`src/rtl/axi_master_arbiter.sv`:
```
// -----------------------------------------------------------------------------
// axi_master_arbiter
//   Schedules ownership of one shared external AXI port among NUM_MASTERS
//   cache-controller requesters (index 0 = instruction fetch, index 1 = data
//   access by default). Only one transaction is in flight at a time. The block
//   tracks it from the address handshake to its final response, rotates
//   priority round-robin, and force-releases the bus if the response never
//   arrives within TIMEOUT_CYCLES.
//
// Ports
//   i_aclk      : system clock, rising edge.
//   i_areset_n  : asynchronous active-low reset.
//   i_req       : per-master request, held until granted or abandoned.
//   i_wr        : per-master transaction type (1 = write, 0 = read).
//   i_addr_hs   : shared-bus address handshake (AR or AW channel).
//   i_rlast_hs  : shared-bus final read beat accepted.
//   i_b_hs      : shared-bus write response accepted.
//   o_grant     : one-hot owner select, zero when there is no owner.
//   o_grant_id  : binary owner index, keeps the last owner while idle.
//   o_write     : type of the current transaction.
//   o_busy      : a transaction is granted or outstanding.
//   o_timeout   : single-cycle pulse when the response watchdog expires.
// -----------------------------------------------------------------------------
module axi_master_arbiter #(
  parameter int NUM_MASTERS    = 2,
  parameter int TIMEOUT_CYCLES = 1024
) (
  input  logic                           i_aclk,
  input  logic                           i_areset_n,
  input  logic [NUM_MASTERS-1:0]         i_req,
  input  logic [NUM_MASTERS-1:0]         i_wr,
  input  logic                           i_addr_hs,
  input  logic                           i_rlast_hs,
  input  logic                           i_b_hs,
  output logic [NUM_MASTERS-1:0]         o_grant,
  output logic [$clog2(NUM_MASTERS)-1:0] o_grant_id,
  output logic                           o_write,
  output logic                           o_busy,
  output logic                           o_timeout
);

  localparam int IDW = $clog2(NUM_MASTERS);
  localparam int CW  = (TIMEOUT_CYCLES > 0) ? $clog2(TIMEOUT_CYCLES + 1) : 1;
  localparam bit WD_EN = (TIMEOUT_CYCLES != 0);
  // Counter value on the last cycle the owner is allowed to wait.
  localparam logic [CW-1:0] TO_LAST =
    (TIMEOUT_CYCLES > 0) ? CW'(TIMEOUT_CYCLES - 1) : {CW{1'b0}};

  typedef enum logic [1:0] {
    IDLE       = 2'b00,
    GRANT_ADDR = 2'b01,
    WAIT_RESP  = 2'b10
  } state_t;

  state_t                 state_r;
  logic [IDW-1:0]         ptr_r;
  logic [CW-1:0]          cnt_r;
  logic [NUM_MASTERS-1:0] grant_r;
  logic [IDW-1:0]         grant_id_r;
  logic                   write_r;
  logic                   busy_r;
  logic                   timeout_r;

  logic [IDW-1:0]         sel_s;
  logic                   found_s;
  logic [IDW-1:0]         idx_s;
  logic [NUM_MASTERS-1:0] onehot_s;
  logic                   done_s;
  logic                   expire_s;

  // Round-robin pick: first requester after the pointer, wrapping around.
  always_comb begin
    sel_s   = ptr_r;
    found_s = 1'b0;
    idx_s   = ptr_r;
    for (int i = 1; i <= NUM_MASTERS; i++) begin
      idx_s = IDW'((int'(ptr_r) + i) % NUM_MASTERS);
      if (!found_s && i_req[idx_s]) begin
        found_s = 1'b1;
        sel_s   = idx_s;
      end else begin
        found_s = found_s;
      end
    end
    onehot_s        = {NUM_MASTERS{1'b0}};
    onehot_s[sel_s] = 1'b1;
  end

  // Completion uses only the strobe that matches the latched type; the
  // watchdog fires on the last allowed wait cycle if enabled.
  always_comb begin
    if (write_r) begin
      done_s = i_b_hs;
    end else begin
      done_s = i_rlast_hs;
    end
    if (WD_EN && (cnt_r == TO_LAST)) begin
      expire_s = 1'b1;
    end else begin
      expire_s = 1'b0;
    end
  end

  // Arbiter FSM with all outputs registered.
  always_ff @(posedge i_aclk or negedge i_areset_n) begin
    if (!i_areset_n) begin
      state_r    <= IDLE;
      ptr_r      <= IDW'(NUM_MASTERS - 1);
      cnt_r      <= {CW{1'b0}};
      grant_r    <= {NUM_MASTERS{1'b0}};
      grant_id_r <= {IDW{1'b0}};
      write_r    <= 1'b0;
      busy_r     <= 1'b0;
      timeout_r  <= 1'b0;
    end else begin
      timeout_r <= 1'b0;
      case (state_r)
        IDLE: begin
          if (found_s) begin
            state_r    <= GRANT_ADDR;
            grant_r    <= onehot_s;
            grant_id_r <= sel_s;
            write_r    <= i_wr[sel_s];
            busy_r     <= 1'b1;
          end
        end
        GRANT_ADDR: begin
          // Address handshake wins over a same-cycle request drop.
          if (i_addr_hs) begin
            state_r <= WAIT_RESP;
            ptr_r   <= grant_id_r;
            cnt_r   <= {CW{1'b0}};
          end else if (!i_req[grant_id_r]) begin
            // Abandoned before the address went out: pointer stays put so
            // the same master keeps its turn.
            state_r <= IDLE;
            grant_r <= {NUM_MASTERS{1'b0}};
            busy_r  <= 1'b0;
          end
        end
        WAIT_RESP: begin
          if (done_s) begin
            state_r <= IDLE;
            grant_r <= {NUM_MASTERS{1'b0}};
            busy_r  <= 1'b0;
          end else if (expire_s) begin
            state_r   <= IDLE;
            grant_r   <= {NUM_MASTERS{1'b0}};
            busy_r    <= 1'b0;
            timeout_r <= 1'b1;
          end else begin
            cnt_r <= cnt_r + CW'(1);
          end
        end
        default: begin
          state_r <= IDLE;
          grant_r <= {NUM_MASTERS{1'b0}};
          busy_r  <= 1'b0;
        end
      endcase
    end
  end

  assign o_grant    = grant_r;
  assign o_grant_id = grant_id_r;
  assign o_write    = write_r;
  assign o_busy     = busy_r;
  assign o_timeout  = timeout_r;

endmodule

```
`config.mk`:
```
export PLATFORM = sky130hd
export DESIGN_NAME = axi_master_arbiter
export DESIGN_NICKNAME = d
export VERILOG_FILES = /design/src/rtl/axi_master_arbiter.sv
export SDC_FILE = /design/constraint.sdc
export NUM_CORES = 1
export LEC_CHECK = 0
export BUFFER_PORTS_ARGS = -buffer_cell sky130_fd_sc_hd__buf_2
export CAP_MARGIN = 15
export CORE_MARGIN = 4
export CORE_UTILIZATION = 50
export CTS_CLUSTER_SIZE = 12
export DETAILED_ROUTE_END_ITERATION = 8
export PLACE_DENSITY = 0.81
export SYNTH_ARGS = -nofsm -noshare
export SYNTH_HDL_FRONTEND = slang
export SYNTH_SLANG_ARGS = --single-unit
export TNS_END_PERCENT = 30
```
`constraint.sdc`:
```
create_clock -name i_aclk -period 1.8 [get_ports i_aclk]
set_clock_uncertainty 0.15 [all_clocks]
set_input_delay 0.27 -clock i_aclk [delete_from_list [all_inputs] [get_ports i_aclk]]
set_output_delay 0.27 -clock i_aclk [all_outputs]
set_load 0.01 [all_outputs]
```
==> out/results.tsv, run 1 <==
stage	metric	value	unit
floorplanning	die area	0.00296	mm²
logic_synthesis	Yosys reg bits	20	
min_path	Hold Path Class	in -> reg	
cts	CTS tree	yes	
place	DP Area	0.00129	mm²
worst_setup_path	Worst setup EP type	flip-flop	
worst_setup_path	worst-path fanout max	4	
global_route	total track usage	19.5	%
timing	RSZ-0062 raised after global routing	true	
drt	met3 wire length	153	µm
global_route	antenna violations before repair	0	
floorplanning	floorplan core area	0.00200	mm²
logic_synthesis	Synth Warn #	0	
flow_run	MaxCap Viol Count	0	
logic_synthesis	Synth Flop Type	dfrtp_1	
timing	Hold Vio Cnt, Final	0	
drt	DR WL/cell	14.2	µm
worst_setup_path	critical-path cell list	and3b_1 -> nor4_4 -> buf_4 -> or2_2 -> a22o_2	
timing	max frequency	566	MHz
floorplanning	Die X	54.4	µm
finish	antenna diode count	0	
worst_setup_path	flop2flop setup slack	0.03	ns
worst_setup_path	Worst R2R End	cnt_r[3]	
pwr	internal power of the cells	0.00104	W
place	gpl congestion	0.905	
logic_synthesis	Async SR Flop Fraction	100	%
drt	DR DRC count	0	
global_route	Congestion Overflow GR	0	
worst_setup_path	cell count along the critical path	5	
logic_synthesis	Yosys cell types	41	
floorplanning	Initial Utilization	53.9	%
global_route	number of global-route vias before repair	998	
pwr	Sequential Power Share	38.2	%
drt	DRT iter0 DRCs	22	
timing	setup_tns	0	ns
pwr	Tot Pwr	0.00166	W
pwr	Clock power frac	12.9	%
worst_setup_path	delay-heaviest family, CP	simple AND/OR/NAND/NOR gates	
worst_setup_path	Setup Crit Path Kind	reg -> reg	
timing	final hold slack	0.0721	ns
logic_synthesis	area leader, netlist	dfrtp_1	
cts	Post-CTS Setup Inserts	0	
logic_synthesis	post-synth net total	118	
min_path	min-delay src	i_wr[1]	
drt	total wire length	2390	µm
floorplanning	chip height	54.4	µm
place	# port buffers	14	
worst_setup_path	CP Launch Type	flip-flop	
logic_synthesis	number of flops mapped to enable cells by yosys	0	
floorplanning	I/O Pins	15	
timing	Worst-Margin Slew	0.438	ns
pwr	Power Dens Cells	1240	mW/mm²
timing	Tcrit/Tclk final	98.2	%
logic_synthesis	Synth top area share	44.1	%
worst_setup_path	Critical path buffers and inverters	1	
floorplanning	# rows	16	
drt	Pre-Repair DR Iteration Count	4	
drt	DRT met1 WL	1040	µm
timing	max-slew violation count	0	
drt	routed length on met2	1160	µm
finish	fin nets	152	
place	pre-CTS setup slack	-0.0446	ns
cts	Clock transition at path regs	0.11	ns
cts	clock sinks	20	
pwr	maximum vdd drop	1.02	mV
outcome	status	finished clean	
timing	fin crit period	1.77	ns
drt	routed vias	944	
logic_synthesis	sequential share of the synthesized area	46.5	%
worst_setup_path	CP Data Arrival Time	1.82	ns
worst_setup_path	Crit Reg-Reg Startpoint	state_r[1]	
pwr	NetSw	0.000622	W
global_route	largest net degree at the start of global routing	21	
logic_synthesis	synth top area cells	dfrtp_1 (44%), nand2_1 (3.5%), mux2i_1 (2.8%), nor3_1 (2.8%), o21ai_0 (2.8%)	
pwr	Switching Share	37.4	%
finish	Layout area overhead	24.7	%
timing	Slew headroom	70.8	%
logic_synthesis	Avg Inst Size Synth	9.99	µm²
timing	final setup violation count	0	
worst_setup_path	Worst Path Required	1.85	ns
worst_setup_path	crit path max-delay cell type	dfrtp_1	
pwr	Comb pwr share	48.9	%
drt	top sig layer	met4	
logic_synthesis	area of the mapped netlist	0.00108	mm²
global_route	first-pass GRT wire length	4160	µm
cts	H-tree levels	1	
finish	share of cells above drive strength 1	36.2	%
drt	final antenna-violating net count	0	
drt	DR vias/cell	5.62	
cts	Num CTS Buffers	3	
logic_synthesis	Mapped Cells	108	
timing	final worst slack	0.0321	ns
worst_setup_path	reg2reg path depth	5	
min_path	Hold Path End	o_write	
min_path	hold path depth	3	
cts	root buf cell	clkbuf_4	
cts	Max clock buf depth	2	
finish	post-route cell area	0.00135	mm²
pwr	static leakage	0.618	nW
cts	worst skew pair latency	0.30	ns
worst_setup_path	CP peak stage delay	0.41	ns
place	DP HPWL	1860	µm
[area by class of cell]
cell class / count / area [µm²]
Sequential cell: 20 / 504
Fill cell: 166 / 657
Timing Repair Buffer: 30 / 196
Inverter: 5 / 18.8
Clock buffer: 4 / 26.3
Multi-Input combinational cell: 82 / 566
Tap cell: 27 / 33.8
[power by group through the flow]
stage	Combinational [W]	Clock, W	Sequential [W]
finish	0.000813	0.000214	0.000635
global route	0.000888	0.000244	0.000651
CTS	0.000806	0.000224	0.000635
detailed placement	0.000795	0	0.000643
global placement	0.000774	0	0.000633
floorplan	0.000442	0	0.000670
[state kept, by name (all words and copies together) (netlist names)]
register / cells
cnt_r: 11
o_grant: 2
state_r: 2
o_busy: 1
o_grant_id: 1
o_timeout: 1
o_write: 1
ptr_r: 1
[worst register-to-register path: stages (launching register included)]
cell and delay [ns]:
dfrtp_1 0.41, and3b_1 0.29, nor4_4 0.08, buf_4 0.15, or2_2 0.33, a22o_2 0.26
[logic make-up (layout without fill, tap and decap cells)]
| kind of cell | after synthesis | after routing | synth area share [%] |
|---|---|---|---|
| AO/OA/AOI/OAI | 30 | 30 | 19.1 |
| AND/OR/NAND/NOR | 46 | 46 | 25.5 |
| flip-flops | 20 | 20 | 46.5 |
| adder cells (fa/ha/maj) | 1 | 1 | 1.16 |
| multiplexers | 5 | 5 | 5.22 |
| buffers and inverters | 6 | 39 | 2.44 |
[cell usage in the layout (no fill, tap or decap), drive strengths merged, types with 3 or more instances in the layout]
master / instances
buf: 29
mux2i: 3
o41ai: 3
nor2: 6
clkbuf: 4
nand4: 3
inv: 5
dfrtp: 19
a31oi: 3
nor3: 6
nand3b: 3
nand2: 10
o21ai: 7
o22ai: 3
a21oi: 6
nand3: 4
[per-layer routing]
layer  track usage, %  vias to the layer above
li1                 -                      472
met1             23.6                      429
met2             32.1                       39
met3             3.81                        4
met4             11.2                        0
met5                0                        -
[Yosys cell counts (all sizes together) (2+ instances only)]
master and n:
and3 2, nand4 3, a21o 2, mux2 2
nand3b 3, nand2b 2, and2 2, or3 2
o31ai 2, mux2i 3, o21ai 7, nor4 2
a21oi 6, or2 2, o41ai 3, dfrtp 19
nor3 6, nand2 10, a31oi 3, nand3 4
a22o 2, nor2 6, o22ai 3, inv 5
[how the worst max path moves through the flow]
stage                from          to  slack, ns
5_1_grt          cnt_r[6]    cnt_r[8]      -0.07
3_3_place_gp     cnt_r[0]    cnt_r[3]       0.04
4_1_cts          cnt_r[0]    cnt_r[1]      0.002
6_report       state_r[1]    cnt_r[3]       0.03
2_1_floorplan  state_r[1]  o_grant[0]      -0.04
3_5_place_dp     cnt_r[0]    cnt_r[1]      -0.04
[repair_timing]
item	4_1_cts	5_1_grt
gates resized for setup	2	5
endpoints found under the setup margin	3	8
endpoints found under the hold margin	19	0
hold buffers	1	0
[through the flow]
step | utilization (%) | std cells
5_1_grt | 67.2 | 168
4_1_cts | 66.4 | 168
3_3_place_gp | 64.3 | 163
6_report | 67.2 | 168
2_1_floorplan | - | 108
3_5_place_dp | 64.3 | 163
Note: power is estimated with default switching activity, not from simulation.
==> inputs of run 2 (changes only) <==
--- a/config.mk
+++ b/config.mk
@@ -11,6 +11,7 @@
 export CORE_UTILIZATION = 50
 export CTS_CLUSTER_SIZE = 12
 export DETAILED_ROUTE_END_ITERATION = 8
+export HOLD_SLACK_MARGIN = 0.15
 export PLACE_DENSITY = 0.81
 export SYNTH_ARGS = -nofsm -noshare
 export SYNTH_HDL_FRONTEND = slang
==> run 2 against run 1 <==
Compared with the run above:
- sequential share of layout area fell by 2.2 points
- die area stayed put
- critical path depth is 2 higher
- critical path type unchanged
- clock power rose by 2%
- via count increased by 5.7%
- fmax is 2.0% lower
- worst setup slack worse by 0.035 ns
- non-clock buffer count up 7
- the run now ends with setup timing left
- first-iteration DRC count up 100%
- utilization grew 4.2 points
- power up 5.5%
==> out/results.tsv, run 2 (synthesis gave the netlist of run 1 again) <==
stage	metric	value	unit	change
worst_setup_path	critical-path cell list	ha_4 -> nand4_4 -> buf_4 -> or2_4 -> o21ai_4 -> buf_6 -> mux2i_1		
timing	RSZ-0062 raised after global routing	true		
drt	final antenna-violating net count	0		unchanged
finish	Multi-input gate area	589	µm²	+4.2%
place	DP Area	0.00129	mm²	unchanged
floorplanning	# rows	16		unchanged
cts	CTS tree	yes		
min_path	Hold Path Class	in -> reg		
pwr	static leakage	0.649	nW	+5.0%
flow_run	MaxCap Viol Count	0		unchanged
worst_setup_path	Worst Path Required	1.88	ns	+0.03 ns
global_route	number of global-route vias before repair	978		-2.0%
place	DP HPWL	1860	µm	unchanged
worst_setup_path	Setup Crit Path Kind	reg -> reg		
global_route	largest net degree at the start of global routing	21		unchanged
floorplanning	I/O Pins	15		unchanged
drt	Pre-Repair DR Iteration Count	4		unchanged
worst_setup_path	CP Data Arrival Time	1.88	ns	+0.06 ns
finish	Reg with most FFs	cnt_r		
finish	most frequent cells in the layout	buf_4 (18), dfrtp_1 (17), buf_2 (14)		
timing	fin crit period	1.80	ns	+0.0353 ns
global_route	total track usage	20.7	%	+1.2 points
timing	Hold Vio Cnt, Final	0		unchanged
floorplanning	die area	0.00296	mm²	unchanged
pwr	Power Dens Cells	1230	mW/mm²	-0.69%
finish	number of flip-flops in the largest register	11		unchanged
pwr	Clock power frac	12.5	%	-0.4 points
finish	most common cell after layout, fill and taps aside	buf_4		
floorplanning	chip height	54.4	µm	unchanged
outcome	status	finished with violations		
cts	Clock transition at path regs	0.12	ns	about the same
timing	Worst-Margin Slew	0.438	ns	-0.000136 ns
drt	DR vias/cell	5.70		+1.5%
timing	Slew headroom	70.8	%	about the same
floorplanning	floorplan core area	0.00200	mm²	unchanged
worst_setup_path	worst-path fanout max	4		unchanged
place	# port buffers	14		unchanged
timing	setup_tns	-0.00326	ns	-0.00326 ns
place	pre-CTS setup slack	-0.0446	ns	unchanged
global_route	antenna violations before repair	0		unchanged
floorplanning	Initial Utilization	53.9	%	unchanged
cts	root buf cell	clkbuf_4		
pwr	Comb pwr share	50.6	%	+1.7 points
worst_setup_path	CP peak stage delay	0.41	ns	about the same
cts	worst skew pair latency	0.30	ns	about the same
pwr	maximum vdd drop	0.984	mV	-3.3%
finish	register area	504	µm²	unchanged
cts	H-tree levels	1		unchanged
timing	Tcrit/Tclk final	100	%	+2.0 points
drt	DR WL/cell	15.6	µm	+9.4%
drt	routed vias	998		+5.7%
worst_setup_path	crit path max-delay cell type	dfrtp_1		
global_route	Congestion Overflow GR	0		unchanged
global_route	first-pass GRT wire length	4390	µm	+5.5%
worst_setup_path	CP Launch Type	flip-flop		
worst_setup_path	Worst setup EP type	flip-flop		
cts	Num CTS Buffers	3		unchanged
finish	share of cells above drive strength 1	37.8	%	+1.7 points
pwr	internal power of the cells	0.00109	W	+4.8%
timing	final worst slack	-0.00326	ns	-0.0353 ns
drt	DR DRC count	0		unchanged
finish	antenna diode count	0		unchanged
finish	Layout area overhead	32.5	%	
outcome	failing checks	setup timing		
finish	post-route cell area	0.00143	mm²	+6.2%
place	gpl congestion	0.905		unchanged
finish	fillers	149		-10%
timing	max frequency	555	MHz	-2.0%
drt	total wire length	2730	µm	+14%
timing	max-slew violation count	0		unchanged
finish	fin nets	159		+4.6%
pwr	NetSw	0.000664	W	+6.7%
cts	Max clock buf depth	2		unchanged
floorplanning	Die X	54.4	µm	unchanged
pwr	Sequential Power Share	36.9	%	-1.3 points
finish	post-layout util	71.4	%	+4.2 points
timing	final setup violation count	1		+1
pwr	Switching Share	37.9	%	+0.44 points
drt	DRT iter0 DRCs	44		+100%
cts	clock sinks	20		unchanged
run 2: layout make-up:
cell class / count / share of cell area [%]
clock buffers: 4 / 1.84
inverters: 5 / 1.31
flip-flops and latches: 20 / 35.3
well taps: 27 / 2.36
repair buffers: 37 / 18.0
multi-input cells: 82 / 41.2
run 2: repair_timing:
item	in CTS	in global routing
resized for setup	2	10
hold buffers	4	0
pin swaps	0	5
hold endpoints to repair	22	0
setup endpoints to repair	3	8
buffers inserted	0	4
run 2: per-stage QoR:
stage / cells / hold WS (ns) / total power [W]
5_1_grt: 175 / 0.258 / 0.00187
6_report: 175 / 0.244 / 0.00175
3_5_place_dp: 163 / 0.0872 / 0.00144
3_3_place_gp: 163 / 0.0864 / 0.00141
4_1_cts: 171 / 0.218 / 0.00167
2_1_floorplan: 108 / -0.176 / 0.00111
run 2: per-layer routing:
layer | GRT usage, % | routed length [µm]
met3 | 4.09 | 156
met5 | 0 | 0
met2 | 34.7 | 1370
met1 | 25.7 | 1170
met4 | 9.13 | 25
run 2: worst max-delay path: cells and delay by family, from the launching register on:
family / cells / cell delay [ns]
DFF: 1 / 0.41
and+or+nand+nor: 2 / 0.36
buffers and inverters: 2 / 0.30
muxes: 1 / 0.20
adders and majority gates: 1 / 0.16
AOI/OAI and AO/OA: 1 / 0.14
run 2: power by group through the flow:
stage	clock (W)	combinational [W]	sequential, W
2_1_floorplan	0	0.000442	0.000670
3_3_place_gp	0	0.000774	0.000633
3_5_place_dp	0	0.000795	0.000643
4_1_cts	0.000224	0.000810	0.000635
5_1_grt	0.000248	0.000964	0.000661
6_report	0.000219	0.000887	0.000647
run 2: path summary, 6_finish.rpt:
check                                 from  slack [ns]       end  cells after the start
worst max-delay path              cnt_r[1]      -0.003  cnt_r[1]                      7
worst min-delay path             i_addr_hs        0.24     ptr_r                      3
worst max register to register    cnt_r[1]      -0.003  cnt_r[1]                      7
worst min register to register      o_busy        0.35    o_busy                      1
max in group asynchronous       i_areset_n        0.87     ptr_r                      2
min in group asynchronous       i_areset_n        0.28  cnt_r[5]                      2
==> inputs of run 3 (changes only) <==
==> config.mk (replaced) <==
export PLATFORM = sky130hd
export DESIGN_NAME = axi_master_arbiter
export DESIGN_NICKNAME = d
export VERILOG_FILES = /design/src/rtl/axi_master_arbiter.sv
export SDC_FILE = /design/constraint.sdc
export NUM_CORES = 1
export LEC_CHECK = 0
export CAP_MARGIN = 15
export CORE_MARGIN = 4
export CORE_UTILIZATION = 65
export CTS_CLUSTER_SIZE = 12
export DETAILED_ROUTE_END_ITERATION = 8
export DONT_BUFFER_PORTS = 1
export HOLD_SLACK_MARGIN = 0.15
export PLACE_DENSITY = 0.8
export SYNTH_ARGS = -nofsm -noshare
export SYNTH_HDL_FRONTEND = slang
export SYNTH_SLANG_ARGS = --single-unit
export TNS_END_PERCENT = 30
==> constraint.sdc (replaced) <==
create_clock -name i_aclk -period 2.1 [get_ports i_aclk]
set_clock_uncertainty 0.15 [all_clocks]
set_input_delay 0.315 -clock i_aclk [delete_from_list [all_inputs] [get_ports i_aclk]]
set_output_delay 0.315 -clock i_aclk [all_outputs]
set_load 0.01 [all_outputs]
==> run 3 against run 2 <==
Compared with the run above:
- the flow now finishes without violations
- count of clock-buffer cells in the layout stayed put
- worst setup slack improved by 0.13 ns
- worst hold slack worse by 0.044 ns
- cell count fell by 23%
- largest cell class unchanged
==> out/results.tsv, run 3 (synthesis gave the netlist of run 1 again) <==
stage	metric	value	unit	change
worst_setup_path	Worst setup EP type	flip-flop		
drt	DR DRC count	0		unchanged
timing	max frequency	507	MHz	-8.6%
timing	Worst-Margin Slew	0.843	ns	+0.405 ns
global_route	number of global-route vias before repair	863		-12%
cts	clock sinks	20		unchanged
floorplanning	die area	0.00238	mm²	-20%
cts	Clock transition at path regs	0.11	ns	about the same
min_path	min-delay src	i_rlast_hs		
floorplanning	floorplan core area	0.00154	mm²	-23%
cts	root buf cell	clkbuf_4		
finish	most common cell after layout, fill and taps aside	dfrtp_1		
finish	Cell Count, Final, Fillers Out	134		-23%
place	# port buffers	0		-14
floorplanning	# rows	14		-2
place	dpl cells	125		-23%
timing	Tcrit/Tclk final	94.0	%	-6.2 points
timing	final hold slack	0.200	ns	-0.0437 ns
drt	routed vias	878		-12%
global_route	largest net degree at the start of global routing	21		unchanged
place	gpl congestion	0.943		+4.2%
worst_setup_path	CP startpoint	cnt_r[0]		
finish	Layout area overhead	10.2	%	
timing	final setup violation count	0		-1
global_route	first-pass GRT wire length	4020	µm	-8.3%
cts	Num CTS Buffers	3		unchanged
pwr	Switching Share	38.7	%	+0.84 points
finish	register area	502	µm²	-0.50%
finish	fillers	110		-26%
drt	final antenna-violating net count	0		unchanged
flow_run	MaxCap Viol Count	0		unchanged
cts	Max clock buf depth	2		unchanged
worst_setup_path	CP Launch Type	flip-flop		
finish	most frequent cells in the layout	dfrtp_1 (19), nand2_1 (10), nor3_1 (6), nor2_1 (6), o21ai_0 (6)		
drt	Pre-Repair DR Iteration Count	4		unchanged
timing	fin crit period	1.97	ns	+0.171 ns
pwr	Comb pwr share	38.0	%	-13 points
outcome	status	finished clean		
timing	max-slew violation count	0		unchanged
pwr	Sequential Power Share	47.4	%	+10 points
pwr	internal power of the cells	0.000768	W	-30%
pwr	Power Dens Cells	1050	mW/mm²	-14%
pwr	static leakage	0.512	nW	-21%
finish	post-layout util	77.1	%	+5.7 points
global_route	Congestion Overflow GR	0		unchanged
drt	DR WL/cell	16.4	µm	+5.4%
finish	share of cells above drive strength 1	17.8	%	-20 points
worst_setup_path	Crit Reg-Reg Startpoint	cnt_r[0]		
finish	fin nets	129		-19%
pwr	NetSw	0.000485	W	-27%
pwr	Tot Pwr	0.00125	W	-29%
cts	CTS tree	yes		
global_route	total track usage	21.8	%	+1.1 points
floorplanning	I/O Pins	15		unchanged
drt	DRT iter0 DRCs	40		-9.1%
floorplanning	chip height	48.7	µm	-10%
worst_setup_path	worst-path fanout max	5		+1
drt	DR vias/cell	6.55		+15%
timing	Slew headroom	43.6	%	-27 points
cts	Post-CTS Setup Inserts	0		unchanged
place	DP HPWL	1650	µm	-12%
worst_setup_path	CP Data Arrival Time	2.01	ns	+0.13 ns
finish	number of flip-flops in the largest register	11		unchanged
finish	Reg with most FFs	cnt_r		
finish	antenna diode count	0		unchanged
cts	H-tree levels	1		unchanged
timing	setup_tns	0	ns	+0.00326 ns
worst_setup_path	Worst Path Required	2.13	ns	+0.25 ns
timing	RSZ-0062 raised after global routing	false		
floorplanning	Initial Utilization	70.0	%	+16 points
timing	Hold Vio Cnt, Final	0		unchanged
floorplanning	Die X	48.7	µm	-10%
global_route	antenna violations before repair	0		unchanged
finish	Multi-input gate area	557	µm²	-5.5%
pwr	maximum vdd drop	0.712	mV	-28%
cts	worst skew pair latency	0.30	ns	about the same
min_path	Hold Path Class	in -> reg		
worst_setup_path	Setup Crit Path Kind	reg -> reg		
drt	total wire length	2200	µm	-19%
pwr	Clock power frac	14.6	%	+2.1 points
-- run 3: cell types whose count changed in the layout (fill, tap and decap cells not counted), sizes merged --
| cell | change |
|---|---|
| buf | -31 |
| dlygate4sd3 | +1 |
-- run 3: worst max-delay path, stage by stage, from the launching register on --
cell and delay (ns):
dfrtp_1 0.41, ha_2 0.26, nand4_4 0.13, nor4_4 0.41, o22ai_2 0.18, mux2_4 0.31
-- run 3: path summary, 6_finish.rpt --
| path | to | slack, ns | cells after the start |
|---|---|---|---|
| hold / removal | o_timeout | 0.20 | 3 |
| min in group asynchronous | cnt_r[2] | 0.40 | 1 |
| setup reg to reg | o_grant[0] | 0.13 | 5 |
| max in group asynchronous | o_grant_id | 0.87 | 1 |
| hold reg to reg | ptr_r | 0.36 | 2 |
| setup / recovery | o_grant[0] | 0.13 | 5 |
-- run 3: layout make-up --
type                            instances  share of cell area, %
Clock buffer                            4                   2.21
Inverter                                5                   1.58
Timing Repair Buffer                    7                   5.47
Tap cell                               16                   1.68
Multi-Input combinational cell         82                   46.8
Sequential cell                        20                   42.2
-- run 3: repair_timing --
| action | in CTS | in global routing |
|---|---|---|
| endpoints found under the hold margin | 23 | 0 |
| hold buffers | 5 | 0 |
| setup endpoints to repair | 0 | 6 |
| gates resized for setup | 0 | 2 |
-- run 3: power by group through the flow --
stage               clock network [W]  logic, W  registers (W)
floorplan                           0  0.000378       0.000575
global placement                    0  0.000444       0.000594
detailed placement                  0  0.000446       0.000601
CTS                          0.000191  0.000468       0.000593
global route                 0.000217  0.000542       0.000613
finish                       0.000183  0.000477       0.000593
-- run 3: layer usage --
metal,track usage [%],up-vias,part of all wire [%]
li1,-,426,-
met1,30.3,414,46
met2,32.2,32,46
met3,4.29,6,6.0
met4,10.8,0,2.5
met5,0,-,0
-- run 3: per-stage QoR --
stage	setup slack [ns]	cell area, µm²
2_1_floorplan	0.129	1080
3_3_place_gp	0.165	1110
3_5_place_dp	0.102	1110
4_1_cts	0.0725	1180
5_1_grt	0.0190	1190
6_report	0.126	1190
